--- src/rtl/cpu_pkg.sv ---
// Shared CPU definitions: sequencer state encoding, opcode constants and the reset vector.
package cpu_pkg;

   typedef enum logic [1:0] {
      FETCH,
      EXEC,
      HALTED
   } seq_state_t;

   localparam logic [5:0]  OPC_HALT             = 6'b111111;
   localparam logic [5:0]  FUNC_JR              = 6'b001000;
   localparam logic [31:0] RESET_VECTOR_DEFAULT = 32'hBFC00000;

   // Instruction addresses are word aligned; a JR target with low bits set is illegal.
   function automatic logic is_word_aligned(input logic [1:0] low_bits);
      return low_bits == 2'b00;
   endfunction

endpackage

--- src/rtl/fetch_sequencer.sv ---
// Fetch/execute sequencer: owns PC and IR, issues instruction reads, handles the JR branch-delay
// slot, and stops the core on halt, a misaligned JR target or a jump to address 0.
module fetch_sequencer
   import cpu_pkg::*;
#(
   parameter int unsigned          ADDR_W       = 32,
   parameter logic [ADDR_W-1:0]    RESET_VECTOR = ADDR_W'(RESET_VECTOR_DEFAULT)
) (
   input  logic              clk,
   input  logic              rst_n,
   output logic [ADDR_W-1:0] instr_addr,
   output logic              instr_read,
   input  logic [31:0]       instr_readdata,
   input  logic              instr_waitrequest,
   output logic [31:0]       ir,
   output logic              state,
   input  logic              exec_stall,
   input  logic              branch,
   input  logic [ADDR_W-1:0] branch_target,
   input  logic              halt,
   output logic              active,
   output logic              fault,
   output logic [ADDR_W-1:0] pc
);

   seq_state_t        state_q, state_d;
   logic [ADDR_W-1:0] pc_q, pc_d;
   logic [31:0]       ir_q, ir_d;
   logic              active_q, active_d;
   logic              fault_q, fault_d;
   logic              delay_pending_q, delay_pending_d;
   logic [ADDR_W-1:0] delay_target_q, delay_target_d;

   // Next-state, next-PC and delay-slot bookkeeping.
   always_comb begin
      state_d         = state_q;
      pc_d            = pc_q;
      ir_d            = ir_q;
      active_d        = active_q;
      fault_d         = fault_q;
      delay_pending_d = delay_pending_q;
      delay_target_d  = delay_target_q;

      unique case (state_q)
         FETCH: begin
            if (!instr_waitrequest) begin
               ir_d    = instr_readdata;
               state_d = EXEC;
            end
         end

         EXEC: begin
            if (!exec_stall) begin
               if (halt) begin
                  // Halt wins over everything; any pending JR target is dropped.
                  state_d         = HALTED;
                  active_d        = 1'b0;
                  delay_pending_d = 1'b0;
               end else if (delay_pending_q) begin
                  // Delay slot finishing: apply the captured target. A JR here is illegal.
                  state_d         = FETCH;
                  pc_d            = delay_target_q;
                  delay_pending_d = 1'b0;
                  if (branch) begin
                     fault_d = 1'b1;
                  end
                  if (delay_target_q == '0) begin
                     state_d  = HALTED;
                     active_d = 1'b0;
                  end
               end else begin
                  state_d = FETCH;
                  pc_d    = pc_q + ADDR_W'(4);
                  if (branch) begin
                     if (!is_word_aligned(branch_target[1:0])) begin
                        fault_d  = 1'b1;
                        state_d  = HALTED;
                        active_d = 1'b0;
                     end else begin
                        delay_pending_d = 1'b1;
                        delay_target_d  = branch_target;
                     end
                  end
               end
            end
         end

         HALTED: begin
            // Parked until reset.
         end

         default: begin
            state_d = HALTED;
         end
      endcase
   end

   // State register with synchronous active-low reset.
   always_ff @(posedge clk) begin
      if (!rst_n) begin
         state_q         <= FETCH;
         pc_q            <= RESET_VECTOR;
         ir_q            <= '0;
         active_q        <= 1'b1;
         fault_q         <= 1'b0;
         delay_pending_q <= 1'b0;
         delay_target_q  <= '0;
      end else begin
         state_q         <= state_d;
         pc_q            <= pc_d;
         ir_q            <= ir_d;
         active_q        <= active_d;
         fault_q         <= fault_d;
         delay_pending_q <= delay_pending_d;
         delay_target_q  <= delay_target_d;
      end
   end

   // Outputs come straight from registers; instr_readdata only reaches them through IR.
   always_comb begin
      instr_addr = pc_q;
      instr_read = (state_q == FETCH);
      state      = (state_q == EXEC);
      ir         = ir_q;
      active     = active_q;
      fault      = fault_q;
      pc         = pc_q;
   end

endmodule

--- config.mk ---
export PLATFORM = sky130hd
export DESIGN_NAME = fetch_sequencer
export DESIGN_NICKNAME = d
export VERILOG_FILES = /design/src/rtl/cpu_pkg.sv /design/src/rtl/fetch_sequencer.sv
export SDC_FILE = /design/constraint.sdc
export NUM_CORES = 1
export LEC_CHECK = 0
export BUFFER_PORTS_ARGS = -buffer_cell sky130_fd_sc_hd__buf_2
export CAP_MARGIN = 10
export CORE_MARGIN = 2
export CORE_UTILIZATION = 50
export CTS_CLUSTER_SIZE = 24
export DETAILED_ROUTE_END_ITERATION = 10
export PLACE_DENSITY = 0.8
export SLEW_MARGIN = 15
export SYNTH_ARGS = -nofsm -noshare
export SYNTH_HDL_FRONTEND = slang
export SYNTH_SLANG_ARGS = --single-unit
--- constraint.sdc ---
create_clock -name clk -period 3.45 [get_ports clk]
set_clock_uncertainty 0.1 [all_clocks]
set_input_delay 0.1725 -clock clk [delete_from_list [all_inputs] [get_ports clk]]
set_output_delay 0.1725 -clock clk [all_outputs]
set_load 0.02 [all_outputs]
=== After elaboration in Yosys (flattened, before gate mapping) ===
Index checks and enable logic that the tools add are counted.

* Word-level logic and storage cells: 53
* Flip-flop bits (word level): 101
* Input port bits: 70

* Bitwise gates (word level): 5
* Equality and inequality tests: 7
* Add/sub/neg operators: 1
* Mux-type cells: 22
* Reductions and logical operators: 11

{| class="wikitable"
|+ Operators by type and width
! kind !! count
|-
| $add 32x3->32 const B || 1
|-
| $logic_not 32->1 || 1
|-
| $mux 32 || 1
|-
| $mux 2 || 7
|-
| $mux 1 || 13
|-
| $reduce_and 5->1 || 2
|-
| $ne 2x2->1 const B || 3
|-
| $pmux 2 s3 || 1
|-
| $reduce_and 3->1 || 2
|-
| $reduce_and 6->1 || 1
|-
| $not 1->1 || 5
|-
| $logic_not 2->1 || 2
|-
| $reduce_and 2->1 || 2
|-
| $ne 3x2->1 const B || 1
|-
| $ne 3x3->1 const B || 1
|-
| $reduce_bool 3->1 || 1
|-
| $eq 2x1->1 const B || 1
|-
| $eq 2x2->1 const B || 1
|}

=== Longest topological paths before layout ===
Gate-level depths: netlist of the first run.

* Depth in word-level cells: 7
* Mapped depth: 7
* Depth with buffers taken out: 6

=== Least setup slack after synthesis of the first run ===
Ideal clock, no wire load.

* Kind: reg2reg
* Start point: register pc_q[10], in the netlist instr_addr[10]
* End point: register pc_q[25], in the netlist instr_addr[25]
* Cell stages (with the launch flop): 7
* Period minus slack after synthesis: 1.954 ns
* Arrival time: 1.779 ns
* Setup time: 0.074 ns
* Setup slack: 1.496 ns
* Required time: 3.276 ns
* Cell sequence: dfxtp_1 -> clkbuf_2 -> and4_1 -> nand3_1 -> nor4b_2 -> mux2_2 -> o21ai_0

* Cells in the longest elaborated chain, start to end: 2

{| class="wikitable"
|+ Ends and longest elaborated chain
! item !! line !! text
|-
| from (decl) || fetch_sequencer.sv:27 || <nowiki>logic [ADDR_W-1:0] pc_q, pc_d;</nowiki>
|-
| from (signal assigned) || fetch_sequencer.sv:110 || <nowiki>pc_q <= pc_d;</nowiki>
|-
| $add 32x3->32 || fetch_sequencer.sv:73 || <nowiki>pc_d = pc_q + ADDR_W'(4);</nowiki>
|-
| $mux 32 || fetch_sequencer.sv:59 || <nowiki>end else if (delay_pending_q) begin</nowiki>
|}

No other way between the ends.
A chain may end at the register's enable or synchronous reset.

=== Worst setup path after layout of the first run ===
* Start point: register pc_q[4], in the netlist instr_addr[4]
* End point: register pc_q[25], in the netlist instr_addr[25]

The elaborated chain is that of the path after synthesis.

==> results of run 1 <==
[power by group]
part | switching (uW) | internal, uW | leakage, uW
logic | 256 | 189 | 0.00173
registers | 59.3 | 1220 | 0.000822
clock network | 449 | 345 | 0.000100
[flip-flops by register name, indices dropped and copies added, names as in the netlist]
register / count
fault: 1
state_q: 2
instr_addr: 32
active: 1
delay_pending_q: 1
ir: 32
delay_target_q: 32
[stage by stage]
stage	instances	hold slack [ps]	setup WS (ps)
after global routing	904	38.0	824
after floorplan	612	208	1500
after CTS	903	3.87	1030
after global placement	825	312	1180
after detailed placement	825	319	1050
final	904	24.5	1000
[layout by cell type, fill, tap and decap left out, types with 4 or more instances in the layout]
cell and count:
sky130_fd_sc_hd__o21ai_0 9, sky130_fd_sc_hd__o22ai_1 9, sky130_fd_sc_hd__and2_1 4, sky130_fd_sc_hd__a22o_1 4
sky130_fd_sc_hd__and3_1 11, sky130_fd_sc_hd__buf_4 8, sky130_fd_sc_hd__dfxtp_1 101, sky130_fd_sc_hd__nand4_1 17
sky130_fd_sc_hd__mux2_2 4, sky130_fd_sc_hd__nor3_1 11, sky130_fd_sc_hd__or4_1 4, sky130_fd_sc_hd__nor4_1 11
sky130_fd_sc_hd__a22oi_1 8, sky130_fd_sc_hd__nand3_1 16, sky130_fd_sc_hd__or3_1 4, sky130_fd_sc_hd__mux2i_1 10
sky130_fd_sc_hd__o21a_1 4, sky130_fd_sc_hd__a21oi_1 82, sky130_fd_sc_hd__a31oi_1 7, sky130_fd_sc_hd__nand2_1 149
sky130_fd_sc_hd__nor2_1 32, sky130_fd_sc_hd__inv_1 6, sky130_fd_sc_hd__dlygate4sd3_1 62, sky130_fd_sc_hd__a221oi_1 4
sky130_fd_sc_hd__clkbuf_8 9, sky130_fd_sc_hd__buf_2 169
[final cells by class]
class,instances,area (um2)
clock inverter,7,81.3
antenna,1,2.50
clock buffer,9,124
sequential,101,2020
inverter,8,30.0
tap,111,139
multi-input combinational,428,2260
timing repair buffer,239,1530
fill,749,3020
[worst max-delay path by stage]
stage / endpoint / slack [ps] / depth (start not counted)
after floorplan: instr_addr[25]$_SDFFE_PN1P_ / 1500 / 6
after global placement: instr_addr[25]$_SDFFE_PN1P_ / 1180 / 5
after detailed placement: instr_addr[25]$_SDFFE_PN1P_ / 1050 / 5
after CTS: instr_addr[25]$_SDFFE_PN1P_ / 1030 / 5
after global routing: instr_addr[25]$_SDFFE_PN1P_ / 820 / 5
final: instr_addr[25]$_SDFFE_PN1P_ / 1000 / 5
[layer usage]
layer  up-vias  share of wire, %  routed length, um  track usage (%)
met5         -                 0                  0                0
met4         0               2.4                354             10.4
met3        34               8.8               1310             8.56
met2       262                49               7230             48.1
met1      2380                40               6000             35.2
li1       2463                 -                  -                -
[timing repair]
action                                 in CTS  in global routing
setup buffers                               0                  0
hold buffers                               62                  0
resized for setup                           0                  0
endpoints found under the hold margin      62                  0
[kinds of logic (layout without fill, tap and decap cells)]
logic type	after synthesis	in the layout
buffers and inverters	83	263
multiplexers	14	14
AND/OR/NAND/NOR	270	270
other	0	1
adder cells (fa/ha/maj)	1	1
AO/OA/AOI/OAI	143	143
flip-flops	101	101
[synth_stat cells (all sizes together) (2+ instances only)]
| cell | count |
|---|---|
| o21a | 4 |
| nor2 | 32 |
| dfxtp | 101 |
| or4 | 4 |
| or3 | 4 |
| o22ai | 9 |
| and3 | 11 |
| mux2i | 10 |
| nand3 | 16 |
| nor4b | 3 |
| a21oi | 82 |
| nor3 | 13 |
| a22oi | 8 |
| o211a | 2 |
| and2 | 4 |
| buf | 43 |
| o221ai | 3 |
| nand2b | 2 |
| o31ai | 3 |
| a41oi | 2 |
| nor4 | 11 |
| mux2 | 4 |
| nand2 | 149 |
| inv | 7 |
| a211oi | 2 |
| clkbuf | 32 |
| o21ai | 9 |
| nand4 | 17 |
| a22o | 4 |
| a221oi | 4 |
| a31oi | 7 |
[worst register-to-register path: stages, from the launching register on]
cell                      delay [ps]
sky130_fd_sc_hd__dfxtp_1         440
sky130_fd_sc_hd__nand3_1         180
sky130_fd_sc_hd__nor3_2          670
sky130_fd_sc_hd__nor4b_2         460
sky130_fd_sc_hd__mux2_2          370
sky130_fd_sc_hd__o21ai_0         160
==> summary by stage, run 1 <==
Outcome
The flow ran to the end, and the final reports show no timing, DRC or antenna violations.

Worst setup path
Data arrives at the worst endpoint at around 2600 ps. The maximum single-stage delay on the critical path is 670 ps. The maximum fanout encountered on the critical timing path is 13. Walking the worst path, the cells encountered are nand3_1 > nor3_2 > nor4b_2 > mux2_2 > o21ai_0. The family with the most delay on the worst path is simple AND/OR/NAND/NOR gates. The start point of the critical path is instr_addr[4]$_SDFFE_PN0P_. The slowest stage cell on the critical path is sky130_fd_sc_hd__nor3_2. STA classifies the critical path endpoint as a flop. The worst reg2reg path depth is 5. The category of the critical setup timing path is flop to flop. Across all register-to-register paths, the minimum setup slack is 1000 ps. At the worst endpoint, the required time is 3640 ps.

The sum of buffers and inverters on the critical path is 0. The worst setup path is launched from a flop. The worst register-to-register path begins at instr_addr[4]$_SDFFE_PN0P_.

In this run the critical register-to-register path is captured at instr_addr[25]$_SDFFE_PN1P_.

Die
After floorplanning, the core was divided into 35 placement rows. The overall die height is 101 um. From left edge to right edge, the die measures 101 um. The initial utilization of the core area, before any placement, comes to 51.3%.

During I/O placement, the number of pins put on the boundary was 170. The die covers 10200 um2. The placeable core area is 9200 um2.

Synth
The gate count after technology mapping is 612. Yosys attributes the largest share of cell area to sky130_fd_sc_hd__dfxtp_1 43%, sky130_fd_sc_hd__nand2_1 12%, sky130_fd_sc_hd__a21oi_1 8.7%. The synthesized area per cell is between 7 and 8 um2.

The fraction of synthesized cell area in xor and xnor cells is 0%. The cell area after technology mapping is 4720 um2. The adder-cell share of the synthesized area is 0.265%. Summed over all instances, the cell type with the most area after synthesis is sky130_fd_sc_hd__dfxtp_1. Yosys mapped a number of flops with a built-in enable equal to 0. The count of cell types in the netlist is between 40 and 50.

Of the total synthesized cell area, the portion taken by AND, OR, NAND and NOR gates is a little over a quarter. The dominant register cell in the synthesized netlist is sky130_fd_sc_hd__dfxtp_1. Yosys printed 0 warnings. The fraction of synthesized area in multiplexers is under 10%. For this run, asynchronously set or reset flops after synthesis account for 0%. Of the post-synthesis cell area, the dominant cell type holds between 40% and 50%. The dominant combinational cell family by area after synthesis is simple AND/OR/NAND/NOR gates. The net count after synthesis is roughly 700.

After synthesis the netlist holds a flip-flop and latch count of 101. The sequential share of the synthesized area is 42.8%. The fraction of the mapped netlist area in compound gates is 18.0%.

STA
After layout, the worst path uses 71.0% of the clock period. The number of slew-limit violations in the final report is 0. The total count of hold-check failures in the final report came to 0. The slew at the pin closest to its max-slew limit is 1040 ps. Setup repair after global routing left no endpoint under its margin. Static timing analysis puts the maximum clock frequency at 408 MHz. The number of setup violations in the final report is 0. The relative slew slack is 30.8%. The post-layout minimum cycle time is 2450 ps. The final setup TNS is 0 ps.

Power and ir drop
The power per unit of standard cell area is 407 nW/um2. Across the VDD grid, the largest voltage drop is 0.000265 V. The overall power after layout is 2510 uW. The cell leakage power is between 0.002 and 0.003 uW.

CTS
The later pin in the worst-skew pair is clocked with a latency of between 300 and 400 ps. The total clock sinks is slightly above 100. The number of clock buffers inserted by TritonCTS is 9. After clock tree synthesis, the clock-pin slew on the worst setup and hold paths is 100 ps. Counting along the longest clock path gives a buffer depth of 2. The root buffer cell chosen for the clock tree is sky130_fd_sc_hd__clkbuf_8.

The CTS H-tree depth is 3. TritonCTS built the clock tree.

Global route
The via count of the first global-routing pass came to 4824. The aggregate global routing overflow is 0. The initial antenna violation count is 1. Across every metal layer, demand over resource in global routing totals 28.8%. The first-pass GRT wire length is 23600 um. Entering global routing, the biggest net connects 55 pins.

Place
The count of buffers added on input and output ports is between 150 and 200. The placement-stage cell area is 5350 um2. The placed wire-length estimate is 9130 um. The routability congestion estimate is roughly 0.9.

Route
Using the TritonRoute via totals, the vias-per-cell ratio works out to 5.68. The detail route stage leaves a number of antenna-violating nets equal to 0. The first detailed-routing pass ran for 7 iterations. The detailed router finished its first iteration with 300 violations. The total detailed-routing wirelength is 14900 um. After detailed routing, the average wire length per cell comes to 16.5 um. Detailed routing inserted a total of 5139 vias. After detailed routing, the number of remaining DRC violations is 0.

Hold path
The number of cells traversed by the worst hold path is 3. The worst hold-check path type is input port to flop. In this run the most critical hold path is launched from exec_stall.

For hold timing, the worst endpoint is state_q[0]$_SDFFE_PN0P_.

Cells and area
Of the cells placed in the final design, the portion with a size suffix greater than 1 is 25.6%. With fillers left out, the area of the finished cells amounts to 6180 um2. The share of the core filled with cells is roughly two thirds. After the last flow step, the layout net total stands at 858. Compared with the post-synthesis result, the final layout area differs by 30.9%.

Run
The tool flagged a number of max-cap violations equal to 0.
No activity file was read; power rests on OpenSTA's default activity.
==> inputs of run 2 (changes only) <==
==> constraint.sdc (replaced) <==
create_clock -name clk -period 2.38 [get_ports clk]
set_clock_uncertainty 0.1 [all_clocks]
set_input_delay 0.119 -clock clk [delete_from_list [all_inputs] [get_ports clk]]
set_output_delay 0.119 -clock clk [all_outputs]
set_load 0.02 [all_outputs]
==> run 2 against run 1 <==
Largest cell class unchanged. Highest routed layer unchanged. Critical endpoint unchanged. Flip-flop and latch count is the same. Sequential share of layout area down 0.33 points. Sequential power is 45% higher.
==> summary by stage, run 2 (same netlist as run 1, synthesis figures left out) <==
Outcome
The run finished with clean final reports.

Run
The max-cap violation count is 0 (unchanged).

Cells and area
Relative to the synthesized area, the layout overhead comes to 32.3%. The number of antenna repair diodes came to 0 (-1). The share of cells above drive strength 1 is 25.9% (+0.24 points). The most common cell after layout, fill and taps aside is sky130_fd_sc_hd__buf_2. The final instance count without filler cells is 911 (+0.77%).

The share of the core filled with cells is 67.9% (+0.68 points). The net count of the finished layout was 866 (+0.93%). In the layout the commonest cells are 169 x sky130_fd_sc_hd__buf_2, 149 x sky130_fd_sc_hd__nand2_1, 101 x sky130_fd_sc_hd__dfxtp_1. The count of filler cells inserted in the layout is 722 (-3.6%).

Power and ir drop
The maximum resistive drop on vdd is 0.000387 V (+46%). The cell leakage power is 0.00269 uW (+1.6%). The power per unit of standard cell area was 576 nW/um2 (+42%).

CTS
TritonCTS built the clock tree. The total clock sinks is 101 (unchanged). The maximum buffer depth of the clock tree is 2 (unchanged). The number of clock buffers inserted by TritonCTS is 9 (unchanged). The total of hold buffers inserted after clock tree synthesis is 64 (+3.2%).

The register clock-pin slew on the reported worst setup and hold paths is 110 ps (about the same). The CTS H-tree depth is 3 (unchanged). The post-CTS resize count is 0 (unchanged).

The post-CTS repair timing setup buffer count is 0 (unchanged). The clock insertion delay at the later pin of the skew report is 370 ps (about the same). The tree is rooted in a sky130_fd_sc_hd__clkbuf_8.

Route
The final routed wire length divided by cell count was 16.5 um (-0.16%). The total number of vias is 5256 (+2.3%). The count of nets left with antenna violations after detail routing is 0 (unchanged).

The post-detailed-route DRC marker count was 0 (unchanged). The length of the first detailed-routing pass in iterations is 4 (-3). The number of vias per cell after detailed routing came to 5.77 (+1.5%).

The total detailed-routing wirelength was 15000 um (+0.61%). The count of routing violations after the opening detailed-route iteration is 348 (+16%).

STA
The setup slack of the critical path after layout came to 258 ps (-742 ps). The number of slew-limit violations in the final report is 0 (unchanged). The relative slew slack is 28.1% (-2.7 points). The maximum clock rate is 471 MHz (+15%). The final setup TNS is 0 ps (unchanged). The fraction of the cycle the final worst path needs is 89.2% (+18 points). The post-layout minimum cycle time was 2120 ps (-328 ps). Setup repair after global routing left no endpoint under its margin. The total count of hold-check failures in the final report is 0 (unchanged). The slew at the pin closest to its max-slew limit came to 1080 ps (+40.5 ps). The number of setup violations in the final report came to 0 (unchanged).

Place
The placed instance count is 831 (+0.73%). The number of buffers inserted by port buffering came to 169 (unchanged). The setup slack after placement is 295 ps (-757 ps).

The routability congestion estimate is 0.909 (+1.1%). The placed wire-length estimate came to 9290 um (+1.7%).

Worst setup path
The critical path is of the flop to flop type. The maximum single-stage delay on the critical path is 460 ps (-210 ps). The worst reg2reg path depth is 6 (+1). The source of the worst register-to-register timing path is instr_addr[4]$_SDFFE_PN0P_.

The family with the most delay on the worst path is simple AND/OR/NAND/NOR gates. The slowest stage cell on the critical path is sky130_fd_sc_hd__dfxtp_1. The end of the worst register-to-register path is instr_addr[25]$_SDFFE_PN1P_. The worst path required time is 2570 ps (-1070 ps). The slack of the worst reg-to-reg path is 260 ps (-740 ps). The data arrival at the endpoint of the critical path was 2310 ps (-330 ps).

The sum of buffers and inverters on the critical path is 1 (+1). The signal on the critical path passes through nand3_1 > nor3_2 > buf_4 > nor4b_2 > mux2_2 > o21ai_0. The element type at the critical path start is a flop.

The maximum fanout encountered on the critical timing path is 13 (unchanged). The worst setup path is captured at a flop.

Die
The width of the die was 101 um (unchanged). The overall die height is 101 um (unchanged). The area of the die came to 10200 um2 (unchanged). The count of pins on the block boundary is 170 (unchanged). The number of core rows is 35 (unchanged). The effective utilization at floorplan came to 51.3% (unchanged). The placeable core area was 9200 um2 (unchanged).

Global route
The pin count of the biggest net entering global routing is 84 (+53%). The first-pass GRT wire length is 23500 um (-0.47%). The global routing usage summed across all routing layers is 28.5% (-0.23 points).

The initial antenna violation count is 0 (-1). The via count of the first global-routing pass is 4774 (-1.0%). The aggregate global routing overflow came to 0 (unchanged).

Hold path
The number of cells traversed by the worst hold path is 4 (+1). The worst hold path belongs to the class input port to flop. The path with the worst hold slack has its endpoint at fault$_SDFFE_PN0P_. The startpoint of the lowest-slack hold path is branch.
-- run 2: cell count changes in the layout (fill, tap and decap cells not counted), moves of 2 or more --
cell,change
sky130_fd_sc_hd__buf_4,+5
sky130_fd_sc_hd__inv_6,-2
sky130_fd_sc_hd__dlygate4sd3_1,+2
sky130_fd_sc_hd__clkbuf_1,+2
-- run 2: cell type report --
cell class / instances / area, um2 / area share [%]
clock inverter: 5 / 61.3 / 0.982
tap: 111 / 139 / 2.22
inverter: 8 / 30.0 / 0.481
multi-input combinational: 428 / 2260 / 36.1
sequential: 101 / 2020 / 32.4
timing repair buffer: 247 / 1600 / 25.7
clock buffer: 11 / 131 / 2.10
-- run 2: worst max-delay path by stage --
| stage | startpoint | to | slack [ps] | cells past startpoint |
|---|---|---|---|---|
| final | instr_addr[4]$_SDFFE_PN0P_ | instr_addr[25]$_SDFFE_PN1P_ | 260 | 6 |
| after global routing | instr_addr[4]$_SDFFE_PN0P_ | instr_addr[25]$_SDFFE_PN1P_ | 170 | 6 |
| after CTS | state_q[1]$_SDFFE_PN0P_ | instr_addr[7]$_SDFFE_PN0P_ | 290 | 6 |
| after detailed placement | state_q[1]$_SDFFE_PN0P_ | instr_addr[7]$_SDFFE_PN0P_ | 290 | 6 |
| after global placement | state_q[1]$_SDFFE_PN0P_ | instr_addr[24]$_SDFFE_PN1P_ | 350 | 4 |
| after floorplan | instr_addr[10]$_SDFFE_PN0P_ | instr_addr[25]$_SDFFE_PN1P_ | 430 | 6 |
-- run 2: metrics by stage --
stage / hold WS, ps / power (uW) / cell area [um2]
after floorplan: 155 / 2260 / 4720
after global placement: 258 / 2420 / 5410
after detailed placement: 264 / 2440 / 5410
after CTS: 33.0 / 3590 / 6240
after global routing: 63.5 / 3730 / 6240
final: 44.1 / 3600 / 6240
-- run 2: report_power, final --
group	internal (uW)	switching (uW)	total, uW
clock	492	603	1100
combinational	279	375	655
sequential	1760	84.5	1850
-- run 2: worst register-to-register path, stage by stage (launching register included) --
cell,delay [ps]
sky130_fd_sc_hd__dfxtp_1,460
sky130_fd_sc_hd__nand3_1,220
sky130_fd_sc_hd__nor3_2,150
sky130_fd_sc_hd__buf_4,220
sky130_fd_sc_hd__nor4b_2,390
sky130_fd_sc_hd__mux2_2,380
sky130_fd_sc_hd__o21ai_0,130
-- run 2: metal layers --
metal	GRT usage [%]	vias to the layer above	share of wire, %
li1	-	2479	-
met1	36.4	2442	41
met2	47.1	300	48
met3	6.35	35	8.8
met4	11.4	0	2.3
met5	0	-	0
